--- config.mk ---
export PLATFORM = sky130hd
export DESIGN_NAME = uart_rx
export DESIGN_NICKNAME = d
export VERILOG_FILES = /design/src/rtl/uart_pkg.sv /design/src/rtl/uart_sync2.sv /design/src/rtl/uart_rx.sv
export SDC_FILE = /design/constraint.sdc
export NUM_CORES = 1
export LEC_CHECK = 0
export CAP_MARGIN = 20
export CORE_ASPECT_RATIO = 1.1
export CORE_MARGIN = 5
export CORE_UTILIZATION = 40
export DETAILED_ROUTE_END_ITERATION = 10
export HOLD_SLACK_MARGIN = 0.1
export RECOVER_POWER = 100
export SLEW_MARGIN = 5
export SYNTH_ARGS = -nofsm -noshare
export SYNTH_HDL_FRONTEND = slang
export SYNTH_HIERARCHICAL = 1
export SYNTH_SLANG_ARGS = --single-unit
--- constraint.sdc ---
create_clock -name clk -period 2.35 [get_ports clk]
set_clock_uncertainty 0.2 [all_clocks]
set_input_delay 0.5875 -clock clk [delete_from_list [all_inputs] [get_ports clk]]
set_output_delay 0.5875 -clock clk [all_outputs]
set_load 0.05 [all_outputs]
--- src/rtl/uart_pkg.sv ---
// Shared UART definitions: receiver/transmitter state encoding and default frame geometry.
// Used by uart_rx and the future uart_tx.
package uart_pkg;

  typedef enum logic [2:0] {
    IDLE,
    START,
    DATA,
    PARITY,
    STOP,
    BREAK
  } uart_state_e;

  localparam int UART_DATA_BITS  = 8;
  localparam int UART_OVERSAMPLE = 16;

endpackage : uart_pkg

--- src/rtl/uart_sync2.sv ---
// Two-flop synchroniser for asynchronous inputs (RXD, CTS).
// Resets to 1 so an idle-high serial line never shows a false edge out of reset.
module uart_sync2 (
  input  logic clk,
  input  logic reset,
  input  logic i_d,
  output logic o_q
);

  logic r_meta;
  logic r_sync;

  // NOTE: sequential state uses non-blocking assignments so both flops sample
  // their inputs from before the edge; blocking would collapse the chain to one flop.
  always_ff @(posedge clk or posedge reset) begin
    if (reset) begin
      r_meta <= 1'b1;
      r_sync <= 1'b1;
    end else begin
      r_meta <= i_d;
      r_sync <= r_meta;
    end
  end

  assign o_q = r_sync;

endmodule : uart_sync2

--- src/rtl/uart_rx.sv ---
// UART receiver: oversampled start/data/stop deserialiser with a one-entry valid/ready output.
// Define UART_RX_PARITY_EN to add a parity bit between the data bits and the stop bit.
module uart_rx
  import uart_pkg::*;
#(
  parameter int DATA_BITS  = UART_DATA_BITS,
  parameter int OVERSAMPLE = UART_OVERSAMPLE,
  parameter int PARITY_ODD = 0
) (
  input  logic                 clk,
  input  logic                 reset,
  input  logic                 os_tick,
  input  logic                 rxd,
  output logic [DATA_BITS-1:0] rx_data,
  output logic                 rx_valid,
  input  logic                 rx_ready,
  output logic                 frame_err,
  output logic                 overrun_err,
  output logic                 parity_err,
  output logic                 busy
);

  localparam int CW = $clog2(OVERSAMPLE);
  localparam int BW = $clog2(DATA_BITS);
  localparam logic [CW-1:0] CNT_MID  = CW'(OVERSAMPLE / 2 - 1);
  localparam logic [CW-1:0] CNT_LAST = CW'(OVERSAMPLE - 1);
  localparam logic [BW-1:0] BIT_LAST = BW'(DATA_BITS - 1);
  localparam logic          PAR_ODD  = (PARITY_ODD != 0);

  logic                 w_rxs;
  uart_state_e          r_state;
  uart_state_e          w_state_next;
  logic [CW-1:0]        r_sample_cnt;
  logic [BW-1:0]        r_bit_cnt;
  logic [DATA_BITS-1:0] r_shift;
  logic                 w_cnt_wrap;
  logic                 w_cnt_clr;
  logic                 w_bits_clr;
  logic                 w_shift_en;
  logic                 w_stop_sample;
  logic                 w_par_sample;
  logic                 w_byte_ok;
  logic                 w_deliver;
  logic                 r_rx_valid;
  logic [DATA_BITS-1:0] r_rx_data;
  logic                 r_frame_err;
  logic                 r_overrun_err;

  uart_sync2 u_sync_rxd (
    .clk   (clk),
    .reset (reset),
    .i_d   (rxd),
    .o_q   (w_rxs)
  );

  always_ff @(posedge clk or posedge reset) begin
    if (reset) r_state <= IDLE;
    else       r_state <= w_state_next;
  end

  assign w_cnt_wrap = (r_sample_cnt == CNT_LAST);

  // NOTE: every output of this block gets a default before the case statement;
  // a path that leaves one unassigned would infer a latch.
  always_comb begin
    w_state_next  = r_state;
    w_cnt_clr     = 1'b0;
    w_bits_clr    = 1'b0;
    w_shift_en    = 1'b0;
    w_stop_sample = 1'b0;
    w_par_sample  = 1'b0;
    unique case (r_state)
      IDLE: begin
        if (os_tick && !w_rxs) begin
          w_state_next = START;
          w_cnt_clr    = 1'b1;
        end
      end
      START: begin
        // Mid-bit check rejects sub-half-bit glitches on the line.
        if (os_tick && (r_sample_cnt == CNT_MID)) begin
          if (w_rxs) begin
            w_state_next = IDLE;
          end else begin
            w_state_next = DATA;
            w_cnt_clr    = 1'b1;
            w_bits_clr   = 1'b1;
          end
        end
      end
      DATA: begin
        if (os_tick && w_cnt_wrap) begin
          w_shift_en = 1'b1;
          if (r_bit_cnt == BIT_LAST) begin
`ifdef UART_RX_PARITY_EN
            w_state_next = PARITY;
`else
            w_state_next = STOP;
`endif
          end
        end
      end
      PARITY: begin
`ifdef UART_RX_PARITY_EN
        if (os_tick && w_cnt_wrap) begin
          w_par_sample = 1'b1;
          w_state_next = STOP;
        end
`else
        w_state_next = IDLE;
`endif
      end
      STOP: begin
        if (os_tick && w_cnt_wrap) begin
          w_stop_sample = 1'b1;
          w_state_next  = w_rxs ? IDLE : BREAK;
        end
      end
      BREAK: begin
        if (w_rxs) w_state_next = IDLE;
      end
      default: w_state_next = IDLE;
    endcase
  end

  // Counters free-run on os_tick; the FSM only clears them at bit boundaries.
  always_ff @(posedge clk or posedge reset) begin
    if (reset) begin
      r_sample_cnt <= '0;
      r_bit_cnt    <= '0;
      r_shift      <= '0;
    end else if (os_tick) begin
      if (w_cnt_clr)       r_sample_cnt <= '0;
      else if (w_cnt_wrap) r_sample_cnt <= '0;
      else                 r_sample_cnt <= r_sample_cnt + CW'(1);

      if (w_bits_clr)      r_bit_cnt <= '0;
      else if (w_shift_en) r_bit_cnt <= r_bit_cnt + BW'(1);

      if (w_shift_en) r_shift <= {w_rxs, r_shift[DATA_BITS-1:1]};
    end
  end

`ifdef UART_RX_PARITY_EN
  logic r_par_bad;
  logic r_parity_err;

  always_ff @(posedge clk or posedge reset) begin
    if (reset) begin
      r_par_bad    <= 1'b0;
      r_parity_err <= 1'b0;
    end else begin
      if (w_par_sample) r_par_bad <= (w_rxs != (^r_shift ^ PAR_ODD));
      r_parity_err <= w_stop_sample & r_par_bad;
    end
  end

  assign w_byte_ok  = w_rxs & ~r_par_bad;
  assign parity_err = r_parity_err;
`else
  logic w_unused_par;

  assign w_unused_par = PAR_ODD ^ w_par_sample;
  assign w_byte_ok    = w_rxs;
  assign parity_err   = 1'b0;
`endif

  assign w_deliver = w_stop_sample & w_byte_ok;

  // The output register may load in the same cycle the consumer drains it.
  always_ff @(posedge clk or posedge reset) begin
    if (reset) begin
      r_rx_data     <= '0;
      r_rx_valid    <= 1'b0;
      r_frame_err   <= 1'b0;
      r_overrun_err <= 1'b0;
    end else begin
      r_frame_err   <= w_stop_sample & ~w_rxs;
      r_overrun_err <= 1'b0;
      if (w_deliver && (!r_rx_valid || rx_ready)) begin
        r_rx_data  <= r_shift;
        r_rx_valid <= 1'b1;
      end else begin
        if (w_deliver)              r_overrun_err <= 1'b1;
        if (r_rx_valid && rx_ready) r_rx_valid    <= 1'b0;
      end
    end
  end

  assign rx_data     = r_rx_data;
  assign rx_valid    = r_rx_valid;
  assign frame_err   = r_frame_err;
  assign overrun_err = r_overrun_err;
  assign busy        = (r_state != IDLE);

endmodule : uart_rx

==> results of run 1 <==
-- where the power goes --
group / leakage (uW) / internal, uW / switching [uW]
combinational: 0.000341 / 87.9 / 128
clock: 0.0000470 / 229 / 180
sequential: 0.000414 / 576 / 44.4
-- synth_stat cells (3+ instances only) --
| cell | number | area share [%] |
|---|---|---|
| a21oi_1 | 6 | 2.1 |
| buf_4 | 6 | 3.1 |
| dfrtp_1 | 29 | 50 |
| ha_1 | 3 | 2.6 |
| inv_1 | 7 | 1.8 |
| mux2_2 | 15 | 12 |
| nand2_1 | 8 | 2.1 |
| nand3_1 | 3 | 1.0 |
| o21ai_0 | 5 | 1.7 |
| or3_1 | 3 | 1.3 |
-- worst paths after layout --
check                                            startpoint                          end  slack, ps  depth (start not counted)
worst max-delay path                 rx_data[1]$_DFFE_PP0P_                   rx_data[1]         70                          1
worst min-delay path            u_sync_rxd/r_meta$_DFF_PP1_     u_sync_rxd/o_q$_DFF_PP1_        160                          0
worst max register to register  r_sample_cnt[0]$_DFFE_PP0P_       rx_data[0]$_DFFE_PP0P_        350                          4
worst min register to register  u_sync_rxd/r_meta$_DFF_PP1_     u_sync_rxd/o_q$_DFF_PP1_        160                          0
max in group asynchronous                             reset     r_bit_cnt[2]$_DFFE_PP0P_        710                          3
min in group asynchronous                             reset  u_sync_rxd/r_meta$_DFF_PP1_        600                          2
-- state kept, by name, indices dropped and copies added, names as in the netlist --
name,cells
frame_err,1
overrun_err,1
r_bit_cnt,3
r_sample_cnt,4
r_shift,8
r_state,3
rx_data,8
rx_valid,1
u_sync_rxd/o_q,1
u_sync_rxd/r_meta,1
-- layer usage --
layer | up-vias | global-route usage, % | wire length (um)
met3 | 5 | 4.31 | 103
met2 | 14 | 19.5 | 1270
met5 | - | 0 | 0
met4 | 0 | 5.41 | 42
met1 | 460 | 15.4 | 1110
li1 | 464 | - | -
-- stage by stage --
stage	utilization (%)	cells	hold slack [ps]
finish	47.4	191	159
global route	47.4	191	166
CTS	48.8	191	160
detailed placement	46.3	184	151
global placement	46.3	184	148
floorplan	-	119	145
-- final cells by class --
| cell class | count | share of cell area, % |
|---|---|---|
| clock buffers | 6 | 4.88 |
| clock inverters | 1 | 0.296 |
| inverters | 7 | 1.55 |
| multi-input cells | 74 | 32.8 |
| flip-flops and latches | 31 | 46.0 |
| well taps | 50 | 3.70 |
| repair buffers | 22 | 10.8 |
-- worst register-to-register path, delay by kind of cell, from the launching register on --
kind	cells	cell delay [ps]
adder cells (fa/ha/maj)	1	260
multiplexers	1	410
flip-flops	1	390
AND/OR/NAND/NOR	2	620
-- kinds of logic after synthesis --
group | share of synthesized area, %
AOI/OAI and AO/OA | 9.79
adders and majority gates | 2.60
buffers and inverters | 5.72
DFF | 53.9
muxes | 13.4
other | 0.260
and+or+nand+nor | 14.3
==> metrics.cfg, run 1 <==
[outcome]
status = completed

[synthesis]
synth_cells = 119
netlist_area_sq_um = 1440
synthArstFlopShare_pct = 100
synthesis.nets = 127
synthFlopType = dfrtp_1
synth-seq-cells = 31
synth.avg_cell_area_sq_um = 12.1
ys_types = 38
yosysWarnings = 6
synth_edf_count = 0
yosysSeqAreaShare_pct = 53.9

[global_route]
grt_pass1_wl_mm = 4.56
grt_max_degree = 30
grt_pass1_vias = 1007
grt.overflow.total = 0
antenna_found_initial = 0
grt.total_usage_pct = 12.4

[run]
cap_violations = 0

[placed_design]
place_area_sq_um = 1650
dp_worst_setup_slack_ps = 74.6
port_buffers = 16
dp_hpwl_mm = 1.84
gp_congestion = 0.778

[drt]
wl_mm = 2.53
drcViolationCount = 0
drtIter0Drc = 25
wire_per_inst_um = 13.2
avgViaCountPerCell = 4.94
ant_nets = 0
num_vias = 943
firstDrtPassIters = 3

[clock_network]
ctsHoldBuffers = 0
cts_tree = yes
htreeDepth = 2
worstSkewPairLatency_ps = 280
cts_buffers = 5
clock_path_buffers = 2
post-cts-setup-buffers = 0
cts_root_buf = clkbuf_8
clock-sinks = 31
cts_resized = 0
cts.clk_slew.worst_paths_ps = 60

[timing]
max_freq_mhz = 439
tns_ps = 0
max-slew-margin-rel_pct = 52.2
setup_viol = 0
fin_crit_ps = 2280
drv_slew = 0
fin_crit_sh_pct = 96.8
worst_pin_slew_ps = 716
worst_slack_ps = 74.7
grt_setup_unrepaired = no
final_hold_viol_count = 0

[layout]
synthToLayoutAreaGrowth_pct = 17.2
nFillCells = 355
drive_above_1_share_pct = 20.6
final_cell_mix = 29 x dfrtp_1, 15 x mux2_2, 9 x nand2_1
layout_commonest_cell = dfrtp_1
finalInstanceArea_sq_um = 1690
diodes = 0
seqCellArea_sq_um = 778
multi_input_area_sq_um = 556
nNetsFinal = 149

[floorplanning]
boundaryPins = 18
rows = 23
start_util_pct = 40.5
die_w_um = 67.3
core_area_sq_um = 3570
die_h_um = 73.0
dieArea_sq_um = 4910

[worst_setup_path]
critPathTopFamily = buffers and inverters
start_kind = flip-flop
cp_data_required_time_ps = 1560
critical_path.max_fanout = 2
critical_path_class = reg -> out
path_cells = dlygate4sd3_1
worst-path-buf-inv = 1
max_stage_delay_ps = 870
cp.arrival_ps = 1490
cp-end-kind = primary output
slowest_stage = dlygate4sd3_1

[min_path]
hold_class = reg -> reg

[power]
power_uw = 1250
leakagePower_uw = 0.000803
pwr_density_cell_nw_per_um2 = 736
ir_drop_uv = 438

Power figures use the tool's default switching activity.
==> inputs of run 2 (changes only) <==
Settings changed: CTS_CLUSTER_SIZE set to 40.
==> results of run 2 <==
The final DEF is identical to that of run 1; final timing and power are the same.
